$ cat config.mk
export PLATFORM = sky130hd
export DESIGN_NAME = seq_divider_flat
export DESIGN_NICKNAME = d
export VERILOG_FILES = /design/src/rtl/seq_divider_if.sv /design/src/rtl/seq_divider.sv /design/src/flat_wrapper.sv
export SDC_FILE = /design/constraint.sdc
export NUM_CORES = 1
export LEC_CHECK = 0
export ABC_AREA = 1
export CELL_PAD_IN_SITES_DETAIL_PLACEMENT = 0
export CELL_PAD_IN_SITES_GLOBAL_PLACEMENT = 1
export CORE_ASPECT_RATIO = 1.2
export CORE_MARGIN = 4
export CORE_UTILIZATION = 35
export DETAILED_ROUTE_END_ITERATION = 6
export HOLD_SLACK_MARGIN = 0.03
export PLACE_DENSITY = 0.79
export SETUP_SLACK_MARGIN = 0.5
export SKIP_LAST_GASP = 1
export SYNTH_ARGS = -nofsm -noshare
export SYNTH_HDL_FRONTEND = slang
export SYNTH_SLANG_ARGS = --single-unit
$ cat constraint.sdc
create_clock -name clk -period 5.4 [get_ports clk]
set_input_delay 1.08 -clock clk [delete_from_list [all_inputs] [get_ports clk]]
set_output_delay 1.08 -clock clk [all_outputs]
set_load 0.01 [all_outputs]
$ cat src/rtl/seq_divider_if.sv
// seq_divider_if: start/done handshake and operand/result bundle for seq_divider
interface seq_divider_if #(parameter int W = 8);
    logic         start;
    logic         op;
    logic [W-1:0] x;
    logic [W-1:0] y;
    logic         busy;
    logic         done;
    logic [W-1:0] q;
    logic [W-1:0] r;
    logic         dbz;
    modport master (output start, op, x, y, input busy, done, q, r, dbz);
    modport slave  (input start, op, x, y, output busy, done, q, r, dbz);
endinterface

$ cat src/rtl/seq_divider.sv
// seq_divider: multi-cycle restoring divider, one trial subtract per clock; SEQ_DIVIDER_SIGNED_EN adds signed divide on op=1
module seq_divider #(parameter int W = 8) (
    input logic clk,
    input logic rst_n,
    seq_divider_if.slave bus
);
    localparam int CW = $clog2(W);
    localparam logic [1:0] IDLE = 2'd0, DIV = 2'd1, DONE = 2'd2;
    logic [1:0]    state;
    logic [CW-1:0] cnt;
    logic [W:0]    rem;
    logic [W-1:0]  qsh, yr, q, r;
    logic          dbz;
    logic [W:0]    sh, trial;
    logic [W-1:0]  qn, rn, xm, ym, qf, rf;
    // one shift-and-trial-subtract step; the W+1 bit trial keeps the borrow in its MSB
    always_comb begin
        sh    = {rem[W-1:0], qsh[W-1]};
        trial = sh - {1'b0, yr};
        qn    = {qsh[W-2:0], ~trial[W]};
        rn    = trial[W] ? sh[W-1:0] : trial[W-1:0];
    end
`ifdef SEQ_DIVIDER_SIGNED_EN
    logic nq, nr;
    logic unused_rem;
    assign unused_rem = rem[W];
    assign xm = (bus.op && bus.x[W-1]) ? -bus.x : bus.x;
    assign ym = (bus.op && bus.y[W-1]) ? -bus.y : bus.y;
    assign qf = nq ? -qn : qn;
    assign rf = nr ? -rn : rn;
    // remember result signs at capture so the fix-up lands on the edge entering DONE
    always_ff @(posedge clk or negedge rst_n) begin
        if (!rst_n) begin
            nq <= 1'b0;
            nr <= 1'b0;
        end else if (state == IDLE && bus.start) begin
            nq <= bus.op & (bus.x[W-1] ^ bus.y[W-1]);
            nr <= bus.op & bus.x[W-1];
        end
    end
`else
    logic unused_in;
    assign unused_in = bus.op ^ rem[W];
    assign xm = bus.x;
    assign ym = bus.y;
    assign qf = qn;
    assign rf = rn;
`endif
    // control FSM, datapath registers and held results
    always_ff @(posedge clk or negedge rst_n) begin
        if (!rst_n) begin
            state <= IDLE;
            cnt   <= '0;
            rem   <= '0;
            qsh   <= '0;
            yr    <= '0;
            q     <= '0;
            r     <= '0;
            dbz   <= 1'b0;
        end else if (state == IDLE && bus.start) begin
            yr  <= ym;
            rem <= '0;
            qsh <= xm;
            cnt <= '0;
            if (bus.y == '0) begin
                state <= DONE;
                q     <= '1;
                r     <= bus.x;
                dbz   <= 1'b1;
            end else begin
                state <= DIV;
            end
        end else if (state == DIV) begin
            rem <= trial[W] ? sh : trial;
            qsh <= qn;
            cnt <= cnt + 1'b1;
            if (cnt == CW'(W - 1)) begin
                state <= DONE;
                q     <= qf;
                r     <= rf;
                dbz   <= 1'b0;
            end
        end else if (state == DONE) begin
            state <= IDLE;
        end
    end
    assign bus.busy = state != IDLE;
    assign bus.done = state == DONE;
    assign bus.q    = q;
    assign bus.r    = r;
    assign bus.dbz  = dbz;
endmodule
$ cat src/flat_wrapper.sv
// flat-port wrapper written by rule: the top's interface ports become plain ports
module seq_divider_flat 
#(parameter int W = 8)
  (clk, rst_n, bus_start, bus_op, bus_x, bus_y, bus_busy, bus_done, bus_q, bus_r, bus_dbz);
  seq_divider_if #(.W(W)) bus_i ();
  input logic clk;
  input logic rst_n;
  input wire logic [$bits(bus_i.start)-1:0] bus_start;
  input wire logic [$bits(bus_i.op)-1:0] bus_op;
  input wire logic [$bits(bus_i.x)-1:0] bus_x;
  input wire logic [$bits(bus_i.y)-1:0] bus_y;
  output wire logic [$bits(bus_i.busy)-1:0] bus_busy;
  output wire logic [$bits(bus_i.done)-1:0] bus_done;
  output wire logic [$bits(bus_i.q)-1:0] bus_q;
  output wire logic [$bits(bus_i.r)-1:0] bus_r;
  output wire logic [$bits(bus_i.dbz)-1:0] bus_dbz;
  assign bus_i.start = bus_start;
  assign bus_i.op = bus_op;
  assign bus_i.x = bus_x;
  assign bus_i.y = bus_y;
  assign bus_busy = bus_i.busy;
  assign bus_done = bus_i.done;
  assign bus_q = bus_i.q;
  assign bus_r = bus_i.r;
  assign bus_dbz = bus_i.dbz;
  seq_divider #(.W(W)) u_core (.clk(clk), .rst_n(rst_n), .bus(bus_i));
endmodule
Yosys cells after proc, flatten, opt, wreduce, memory -nomap -nowiden
Index checks and enable logic that the tools add are counted.
Cells by class
  multiplexer cells: 25
  $add $sub $neg: 2
  bitwise gates (word level): 1
  reductions and logical operators: 9
  eq/ne operators: 5
Operators by type and width (number)
  8-bit two-way mux: 14
  2-bit two-way mux: 5
  9-bit by 8-bit subtractor with 9-bit output: 1
  8-bit logical NOT: 1
  3-bit two-way mux: 2
  2-bit nonzero test: 3
  1-bit two-way mux: 4
  3-bit by 1-bit adder with 3-bit output, second input constant: 1
  3-bit == test, second input constant: 1
  3-bit by 2-bit inequality test with 1-bit output, second input constant: 1
  3-bit AND reduction: 1
  3-bit nonzero test: 1
  2-bit by 1-bit == test with 1-bit output, second input constant: 1
  2-bit == test, second input constant: 1
  2-bit logical NOT: 1
  2-bit inequality test, second input constant: 1
  2-bit AND reduction: 1
  1-bit logical AND: 1
  1-bit inverter: 1
Storage, ports and cells
  flip-flop bits (word level): 46
  input bits: 20
  word-level logic and storage cells: 50

Depth between registers and ports, before layout
Gate-level depths: netlist of the first run.
  word-level depth: 5
  gate-level depth with buffers: 14

Worst setup path after synthesis of the first run
No wires, ideal clock.
  kind: input to register
  start point: in bus_y[1]
  end point: reg u_core.r[7] (netlist: u_core.bus.r[7])
  setup slack: 3364 ps
  arrival time: 1923 ps
  path buffers: 1
  stages: 9
  data required time: 5287 ps
  cells stage by stage: nor2_2 nand3_2 o21ai_4 nand3_4 buf_6 nor2_2 nand3_1 nand2_1 inv_1
Between the ends
  longest elaborated chain between the ends: 3
RTL lines
  start, declared: line flat_wrapper.sv:11  | input wire logic [$bits(bus_i.y)-1:0] bus_y;
  8-bit logical NOT: line seq_divider.sv:65  | if (bus.y == '0) begin
  2-bit inequality test (no line)
  3-bit AND reduction (no line)
  end signal, assigned: line seq_divider.sv:68  | r <= bus.x;
  end signal, assigned: line seq_divider.sv:80  | r <= rf;
  end, declared: line seq_divider.sv:12  | logic [W-1:0] qsh, yr, q, r;
No other way between the ends.
A chain may end at the register's enable or synchronous reset.

Worst setup path after layout of the first run
  start point: in bus_start
  end point: reg u_core.r[7] (netlist: u_core.bus.r[7])
Between the ends
  longest elaborated chain between the ends: 3
  elaborated cells between the ends (all ways): 6
  those cells by class: eq/ne: 1; mux: 1; reduce/logical: 4
RTL lines
  start, declared: line flat_wrapper.sv:8  | input wire logic [$bits(bus_i.start)-1:0] bus_start;
  1-bit logical AND *: line seq_divider.sv:60  | end else if (state == IDLE && bus.start) begin
  2-bit inequality test (no line) or 2-bit nonzero test (tied branches)
  3-bit AND reduction (no line)
Mark *: on every way between the ends. The rest lies on a longest branch, timed or not.

==> impl_metrics.csv, run 1 <==
group,metric,value,unit
global_route,grt_max_degree,47,
die,num_rows,35,
die,initial_core_util,0.358,
critical_path,worst-r2r-cell-count,11,
power_and_ir_drop,powerDensity,619,nW/um2
logic_synthesis,yosysSeqAreaShare,0.422,
critical_path,r2r-end,"u_core.bus.r[7]$_DFFE_PN0P_",
critical_path,crit_path_end_kind,"flop",
sta,finClkSkew,0.00821,ns
sta,setup_viol_count_final,0,
sta,max_slew_margin,0.289,
critical_path,crit_type,"primary input to flop",
cts,cts_hold_buf,0,
critical_path,slowest_delay,0.50,ns
route,via_per_inst,4.67,
sta,min_period_over_period,0.550,
sta,setup_tns,0,ns
logic_synthesis,yosysWarnings,0,
global_route,grt_pass1_wl,10.1,mm
cts,htree_levels,2,
cts,cts_setup_buffers,0,
logic_synthesis,ys_seq_elements,46,
global_route,antenna_found_initial,0,
power_and_ir_drop,vdd_ir_drop_max,0.222,mV
critical_path,required,5.61,ns
route,ant_nets,0,
global_route,grt.total_usage,0.138,
run,maxCapViolations,0,
route,drt-pass1-iter-count,4,
critical_path,arrival,3.18,ns
logic_synthesis,syn_avg_cell_area,7.71,um2
cts,clock-root-buffer,"clkbuf_8",
placed_design,placed_cells,473,
logic_synthesis,synth_cell_types,30,
placed_design,io_buffers,37,
cts,cts-buffers-inserted,5,
critical_path,r2r_start,"u_core.state[1]$_DFFE_PN0P_",
sta,setup_slack,2.43,ns
cts,path_clk_slew,0.09,ns
route,wl_per_cell,12.2,um
global_route,grt.overflow.total,0,
run_status,status,"complete, no violations",
route,vias,2248,
critical_path,slowest_stage,"clkdlybuf4s50_1",
critical_path,cp_max_fo,33,
cts,cts_tree,"done",
cts,cts.sinks,46,
logic_synthesis,syn_nets,388,
die,fp.coreArea,7620,um2
cts,cts_buffer_depth,2,
critical_path,path_cells,"clkdlybuf4s50_1, nand2_4, inv_6, nor2_8, inv_4, nand3_4, nor2_2, nand3_1, nand2_1, inv_1",
min_path,min_path_type,"flop to flop",
logic_synthesis,netlist_instances,354,
sta,hold_viol,0,
route,drt_iter0_markers,78,
placed_design,place.gp.congestion,0.809,
die,fp.dieW,88.6,um
cts,clkLatencyLatePin,0.30,ns
min_path,hold_end,"u_core.cnt[0]$_DFFE_PN0P_",
layout,layout.nets,422,
logic_synthesis,syn_area,2730,um2
layout,fin_cells,481,
placed_design,dp_slack,2.10,ns
min_path,min-delay-start,"u_core.cnt[0]$_DFFE_PN0P_",
min_path,min_path_cells,1,
layout,antenna_cells,0,
global_route,grt_pass1_vias,2194,
route,drc,0,
cts,post_cts_resized,0,
power_and_ir_drop,leakagePower,1.77,nW
sta,period_minus_slack,2.97,ns
layout,layout_common_cells,"109 x nand2_1, 68 x inv_1, 46 x dfrtp_1",
layout,syn2layout_area_growth,19.3,%
critical_path,start_kind,"primary input",
die,ios,39,
sta,rsz0062_at_grt,"false",
route,totalWireLength,5.88,mm
die,die_y,105,um
layout,layout_commonest_cell,"nand2_1",
die,dieArea,9280,um2
critical_path,r2r_setup_slack,3.01,ns
sta,drv_slew,0,
sta,tightest_slew,1.07,ns
layout,drive_gt1_frac,0.0874,
placed_design,dp_hpwl,4.30,mm
sta,timing.fmax,337,MHz
-- power by group --
part	internal [mW]	switching, mW
logic	0.471	0.718
clock network	0.117	0.120
registers	0.502	0.0896
-- cell usage after synthesis (all sizes together) --
| library cell | n | area [um2] |
|---|---|---|
| xnor2 | 1 | 8.76 |
| inv | 70 | 270 |
| clkbuf | 1 | 3.75 |
| a21oi | 6 | 33.8 |
| nand3 | 36 | 223 |
| o221ai | 7 | 61.3 |
| o21ai | 20 | 111 |
| dfrtp | 46 | 1150 |
| xor2 | 2 | 17.5 |
| or2 | 1 | 6.26 |
| nand4 | 2 | 12.5 |
| buf | 9 | 53.8 |
| fa | 1 | 20.0 |
| ha | 13 | 163 |
| nand2 | 115 | 462 |
| nor2 | 22 | 116 |
| o211ai | 1 | 7.51 |
| a22o | 1 | 8.76 |
-- worst max path at each step --
| stage | startpoint | slack [ns] | to | depth (start not counted) |
|---|---|---|---|---|
| floorplan | bus_y[1] | 3.36 | u_core.bus.r[7]$_DFFE_PN0P_ | 9 |
| global placement | bus_start | 2.09 | u_core.bus.r[1]$_DFFE_PN0P_ | 10 |
| detailed placement | bus_start | 2.10 | u_core.bus.r[7]$_DFFE_PN0P_ | 10 |
| CTS | bus_start | 2.42 | u_core.bus.r[7]$_DFFE_PN0P_ | 10 |
| global route | bus_start | 2.20 | u_core.bus.r[1]$_DFFE_PN0P_ | 10 |
| finish | bus_start | 2.43 | u_core.bus.r[7]$_DFFE_PN0P_ | 10 |
-- sequential cells by signal (all words and copies together) (netlist names) --
name,count
u_core.bus.q,8
u_core.yr,8
u_core.state,2
u_core.cnt,3
u_core.qsh,8
u_core.bus.r,8
u_core.rem,8
u_core.bus.dbz,1
-- critical path: cells and delay by family --
kind / cells / cell delay, ns
AND/OR/NAND/NOR: 6 / 1.03
buffers and inverters: 4 / 1.03
-- cell type report --
cell class | instances | area, um2
well taps | 92 | 115
clock buffers | 7 | 96.3
multi-input cells | 228 | 1250
flip-flops and latches | 46 | 1150
fillers | 822 | 4360
clock inverters | 1 | 8.76
repair buffers | 37 | 365
inverters | 70 | 270
-- logic make-up after synthesis --
kind of cell	after synthesis	synth area share
buffers and inverters	80	0.120
DFF	46	0.422
adders and majority gates	14	0.0669
xor gates and xnor gates	3	0.00963
and+or+nand+nor	176	0.300
AOI/OAI and AO/OA	35	0.0816
-- metrics by stage --
| stage | power, mW | utilization | hold slack, ns | instance area (um2) |
|---|---|---|---|---|
| floorplan | 1.46 | - | 0.451 | 2730 |
| global placement | 1.78 | 0.414 | 0.470 | 3150 |
| detailed placement | 1.80 | 0.414 | 0.472 | 3150 |
| CTS | 2.05 | 0.428 | 0.490 | 3260 |
| global route | 2.23 | 0.428 | 0.520 | 3260 |
| finish | 2.02 | 0.428 | 0.485 | 3260 |
-- per-layer routing --
layer	up-vias	global-route usage	wire [um]
li1	1161	-	-
met1	1043	0.170	2610
met2	33	0.238	3020
met3	11	0.0205	129
met4	0	0.0486	124
met5	-	0	0
Note: power is estimated with default switching activity, not from simulation.
==> run 2, diff against run 1 <==
==> constraint.sdc (replaced) <==
create_clock -name clk -period 2.8 [get_ports clk]
set_input_delay 0.56 -clock clk [delete_from_list [all_inputs] [get_ports clk]]
set_output_delay 0.56 -clock clk [all_outputs]
set_load 0.01 [all_outputs]
==> run 2 against run 1 <==
  * Cell count grew 0.83%
  * Non-clock buffer count grew 4
  * Combinational power grew 94%
  * Clock power grew 95%
  * Global-route usage grew 0.22 points
  * Die area is the same
  * Worst setup slack lost 1.7 ns
  * Register-to-register slack lost 2.3 ns
  * Sequential cell count is the same
  * Utilization grew 0.43 points
  * Critical path type is now flop to primary output
  * Critical endpoint is now bus_busy
==> impl_metrics.csv, run 2 (synthesis results as in run 1) <==
group,metric,value,unit
global_route,antenna_found_initial,0,
placed_design,io_buffers,37,
critical_path,crit_top_cell,"inv_1",
critical_path,cp_max_fo,3,
die,dieArea,9280,um2
critical_path,slowest_delay,0.52,ns
layout,layout.nets,426,
global_route,grt_max_degree,34,
placed_design,placed_area,3180,um2
run,maxCapViolations,0,
global_route,grt_pass1_vias,2236,
route,vias,2256,
sta,setup_viol_count_final,0,
sta,period_minus_slack,2.10,ns
route,drt_iter0_markers,125,
global_route,grt_pass1_wl,10.4,mm
placed_design,placed_cells,477,
sta,min_period_over_period,0.752,
power_and_ir_drop,finalPower,3.91,mW
cts,cts_buffer_depth,2,
cts,clkLatencyLatePin,0.30,ns
cts,clock-root-buffer,"clkbuf_8",
cts,path_clk_slew,0.09,ns
layout,antenna_cells,0,
critical_path,cp_num_buf_inv,3,
sta,finClkSkew,0.00527,ns
cts,cts_tree,"done",
route,via_per_inst,4.65,
global_route,grt.overflow.total,0,
sta,drv_slew,0,
layout,n_fill_cell,826,
route,drt-pass1-iter-count,4,
route,totalWireLength,5.91,mm
min_path,min_path_type,"primary input to asynchronous set/reset pin",
critical_path,required,2.24,ns
route,drc,0,
route,wl_per_cell,12.2,um
die,ios,39,
layout,layout_commonest_cell,"nand2_1",
layout,syn2layout_area_growth,20.5,%
critical_path,arrival,1.54,ns
cts,cts.sinks,46,
layout,layout_common_cells,"109 x nand2_1, 68 x inv_1, 46 x dfrtp_1",
sta,setup_tns,0,ns
die,initial_core_util,0.358,
critical_path,worst-r2r-cell-count,9,
critical_path,crit_path_end_kind,"primary output",
sta,timing.fmax,475,MHz
sta,hold_slack,0.239,ns
layout,fin_cells,485,
route,ant_nets,0,
power_and_ir_drop,powerDensity,1190,nW/um2
critical_path,slowest_stage,"clkdlybuf4s50_1",
global_route,grt.total_usage,0.140,
sta,hold_viol,0,
die,num_rows,35,
placed_design,dp_hpwl,4.44,mm
sta,max_slew_margin,0.721,
cts,cts_hold_buf,0,
critical_path,start_kind,"flop",
critical_path,cp_num_cells,4,
sta,rsz0062_at_grt,"false",
layout,drive_gt1_frac,0.0992,
placed_design,place.gp.congestion,0.835,
die,fp.coreArea,7620,um2
sta,tightest_slew,0.418,ns
critical_path,cpLargestDelayFamily,"buffers and inverters",
die,fp.dieW,88.6,um
power_and_ir_drop,vdd_ir_drop_max,0.553,mV
critical_path,path_cells,"inv_1, ha_1, inv_1, clkdlybuf4s50_1",
run_status,status,"complete, no violations",
cts,htree_levels,2,
die,die_y,105,um
layout,design_area,3290,um2
critical_path,crit_type,"flop to primary output",
power_and_ir_drop,leakagePower,1.79,nW
cts,cts-buffers-inserted,5,
run 2: per-stage QoR:
stage	worst slack (ns)	utilization
floorplan	0.984	-
global placement	0.390	0.418
detailed placement	0.364	0.418
CTS	0.666	0.432
global route	0.504	0.432
finish	0.695	0.432
run 2: worst paths after layout:
path,start,to,slack [ns]
worst min-delay path,rst_n,u_core.bus.r[7]$_DFFE_PN0P_,0.24
worst max register to register,u_core.state[1]$_DFFE_PN0P_,u_core.bus.r[1]$_DFFE_PN0P_,0.72
worst max-delay path,u_core.state[0]$_DFFE_PN0P_,bus_busy,0.70
worst min register to register,u_core.cnt[0]$_DFFE_PN0P_,u_core.cnt[0]$_DFFE_PN0P_,0.48
min in group clk,u_core.cnt[0]$_DFFE_PN0P_,u_core.cnt[0]$_DFFE_PN0P_,0.48
max in group asynchronous,rst_n,u_core.yr[0]$_DFFE_PN0P_,2.31
run 2: layout make-up:
class | count | area, um2 | area share
Clock inverter | 1 | 8.76 | 0.00266
Tap cell | 92 | 115 | 0.0350
Multi-Input combinational cell | 228 | 1250 | 0.381
Sequential cell | 46 | 1150 | 0.350
Clock buffer | 7 | 96.3 | 0.0293
Inverter | 70 | 270 | 0.0821
Timing Repair Buffer | 41 | 395 | 0.120
run 2: worst register-to-register path: cells and delay by family (launching register included):
family        cells  cell delay (ns)
simple gates      5             0.85
flops             1             0.39
fa+ha+maj         1             0.42
buf+inv           3             0.35
run 2: layer usage:
layer,global-route usage,wire (um)
met1,0.176,2650
met2,0.245,3060
met3,0.0197,126
met4,0.0356,69
met5,0,0
run 2: report_power, final:
part / internal [mW] / switching [mW] / total [mW] / leakage, nW
clock network: 0.227 / 0.236 / 0.463 / 0.0544
registers: 0.969 / 0.169 / 1.14 / 0.568
logic: 0.923 / 1.38 / 2.31 / 1.17
run 2: repair_timing:
action / 4_1_cts / 5_1_grt
endpoints found under the setup margin: 0 / 1
resized for setup: 0 / 1
setup buffers: 0 / 0
==> run 3, diff against run 2 <==
==> constraint.sdc (replaced) <==
create_clock -name clk -period 2 [get_ports clk]
set_input_delay 0.4 -clock clk [delete_from_list [all_inputs] [get_ports clk]]
set_output_delay 0.4 -clock clk [all_outputs]
set_load 0.01 [all_outputs]
==> run 3 against run 2 <==
  * Sequential power is 46% higher
  * First-iteration DRC count is 22% higher
  * Clock power is 30% higher
  * Count of clock-buffer cells in the layout is 2 lower
  * Routed wire length is 28% higher
  * Hold slack worse by 0.22 ns
  * Utilization is 14 points higher
  * Non-clock buffer count is 54 higher
==> impl_metrics.csv, run 3 (synthesis results as in run 1) <==
group,metric,value,unit
cts,htree_levels,2,
critical_path,cpLargestDelayFamily,"simple AND/OR/NAND/NOR gates",
global_route,grt.overflow.total,0,
layout,n_fill_cell,692,
sta,timing.fmax,516,MHz
critical_path,slowest_delay,0.40,ns
route,vias,2587,
critical_path,crit_path_end_kind,"flop",
layout,fin_cells,542,
sta,rsz0062_at_grt,"true",
die,dieArea,9280,um2
layout,layout.nets,483,
route,wl_per_cell,14.0,um
power_and_ir_drop,finalPower,7.59,mW
run_status,status,"complete, no violations",
critical_path,r2r-end,"u_core.bus.r[7]$_DFFE_PN0P_",
global_route,antenna_found_initial,0,
die,die_y,105,um
layout,layout_commonest_cell,"nand2_1",
cts,cts_hold_buf,0,
cts,clkLatencyLatePin,0.32,ns
layout,postLayoutCoreUtil,0.572,
critical_path,path_cells,"inv_2, ha_4, inv_4, fa_2, nand2_2, nand2_4, nand3_4, nand2_8, nand2_8, nand2_8, nand3_2, nand3_2, nand2_1, inv_1",
placed_design,dp_slack,0.0115,ns
layout,design_area,4360,um2
critical_path,start_kind,"flop",
placed_design,place.gp.congestion,0.786,
sta,setup_slack,0.0610,ns
critical_path,cp_max_fo,5,
sta,max_slew_margin,0.692,
critical_path,cp_num_cells,14,
route,drt-pass1-iter-count,4,
layout,syn2layout_area_growth,59.6,%
placed_design,placed_cells,481,
die,fp.dieW,88.6,um
route,drt_iter0_markers,153,
sta,setup_tns,0,ns
die,initial_core_util,0.358,
critical_path,arrival,2.15,ns
global_route,grt_max_degree,33,
route,via_per_inst,4.77,
route,totalWireLength,7.57,mm
sta,min_period_over_period,0.970,
critical_path,r2r_setup_slack,0.06,ns
sta,drv_slew,0,
critical_path,slowest_stage,"dfrtp_1",
sta,hold_viol,0,
cts,cts.sinks,46,
run,maxCapViolations,0,
placed_design,io_buffers,37,
power_and_ir_drop,vdd_ir_drop_max,0.836,mV
critical_path,worst-r2r-cell-count,14,
power_and_ir_drop,leakagePower,2.25,nW
die,num_rows,35,
sta,setup_viol_count_final,0,
placed_design,placed_area,3240,um2
cts,cts-buffers-inserted,5,
cts,cts_buffer_depth,2,
die,fp.coreArea,7620,um2
sta,hold_slack,0.0223,ns
layout,drive_gt1_frac,0.342,
critical_path,cp_num_buf_inv,3,
global_route,grt.total_usage,0.168,
power_and_ir_drop,powerDensity,1740,nW/um2
layout,antenna_cells,0,
route,ant_nets,0,
cts,clock-root-buffer,"clkbuf_8",
die,ios,39,
sta,finClkSkew,0.0138,ns
critical_path,required,2.21,ns
min_path,min_path_type,"primary input to asynchronous set/reset pin",
placed_design,dp_hpwl,4.58,mm
critical_path,crit_top_cell,"nand2_8",
critical_path,crit_type,"flop to flop",
cts,cts_tree,"done",
layout,layout_common_cells,"96 x nand2_1, 63 x inv_1, 46 x dfrtp_1",
global_route,grt_pass1_vias,2657,
cts,path_clk_slew,0.10,ns
sta,tightest_slew,0.462,ns
critical_path,r2r_start,"u_core.qsh[7]$_DFFE_PN0P_",
route,drc,0,
sta,period_minus_slack,1.94,ns
global_route,grt_pass1_wl,12.3,mm
run 3: timing repair:
item                       in CTS  in global routing
buffers inserted               30                 15
resized for setup              89                 64
setup endpoints to repair      53                 38
cloned                          5                  3
pin swaps                      18                 25
run 3: area by class of cell:
class / count / area (um2) / share of cell area
timing repair buffer: 95 / 991 / 0.227
clock buffer: 5 / 68.8 / 0.0158
tap: 92 / 115 / 0.0264
multi-input combinational: 231 / 1730 / 0.397
sequential: 46 / 1150 / 0.264
inverter: 70 / 275 / 0.0632
clock inverter: 3 / 23.8 / 0.00546
run 3: how the worst max path moves through the flow:
stage | start | endpoint | slack (ns)
2_1_floorplan | u_core.qsh[7]$_DFFE_PN0P_ | u_core.bus.r[4]$_DFFE_PN0P_ | 0.26
3_3_place_gp | bus_start | u_core.bus.r[2]$_DFFE_PN0P_ | 0.02
3_5_place_dp | bus_start | u_core.bus.r[4]$_DFFE_PN0P_ | 0.01
4_1_cts | u_core.qsh[7]$_DFFE_PN0P_ | u_core.bus.r[3]$_DFFE_PN0P_ | 0.11
5_1_grt | u_core.qsh[7]$_DFFE_PN0P_ | u_core.bus.r[5]$_DFFE_PN0P_ | -0.05
6_report | u_core.qsh[7]$_DFFE_PN0P_ | u_core.bus.r[7]$_DFFE_PN0P_ | 0.06
run 3: power by group:
part	total [mW]	switching (mW)	internal [mW]	leakage, nW
Combinational	5.33	2.93	2.41	1.64
Clock	0.600	0.350	0.250	0.0408
Sequential	1.66	0.301	1.36	0.568
run 3: layer usage:
layer  up-vias  wire length [um]  track usage
met4         0               205       0.0767
li1       1301                 -            -
met3        18               164       0.0276
met5         -                 0            0
met2        36              4140        0.280
met1      1232              3060        0.208
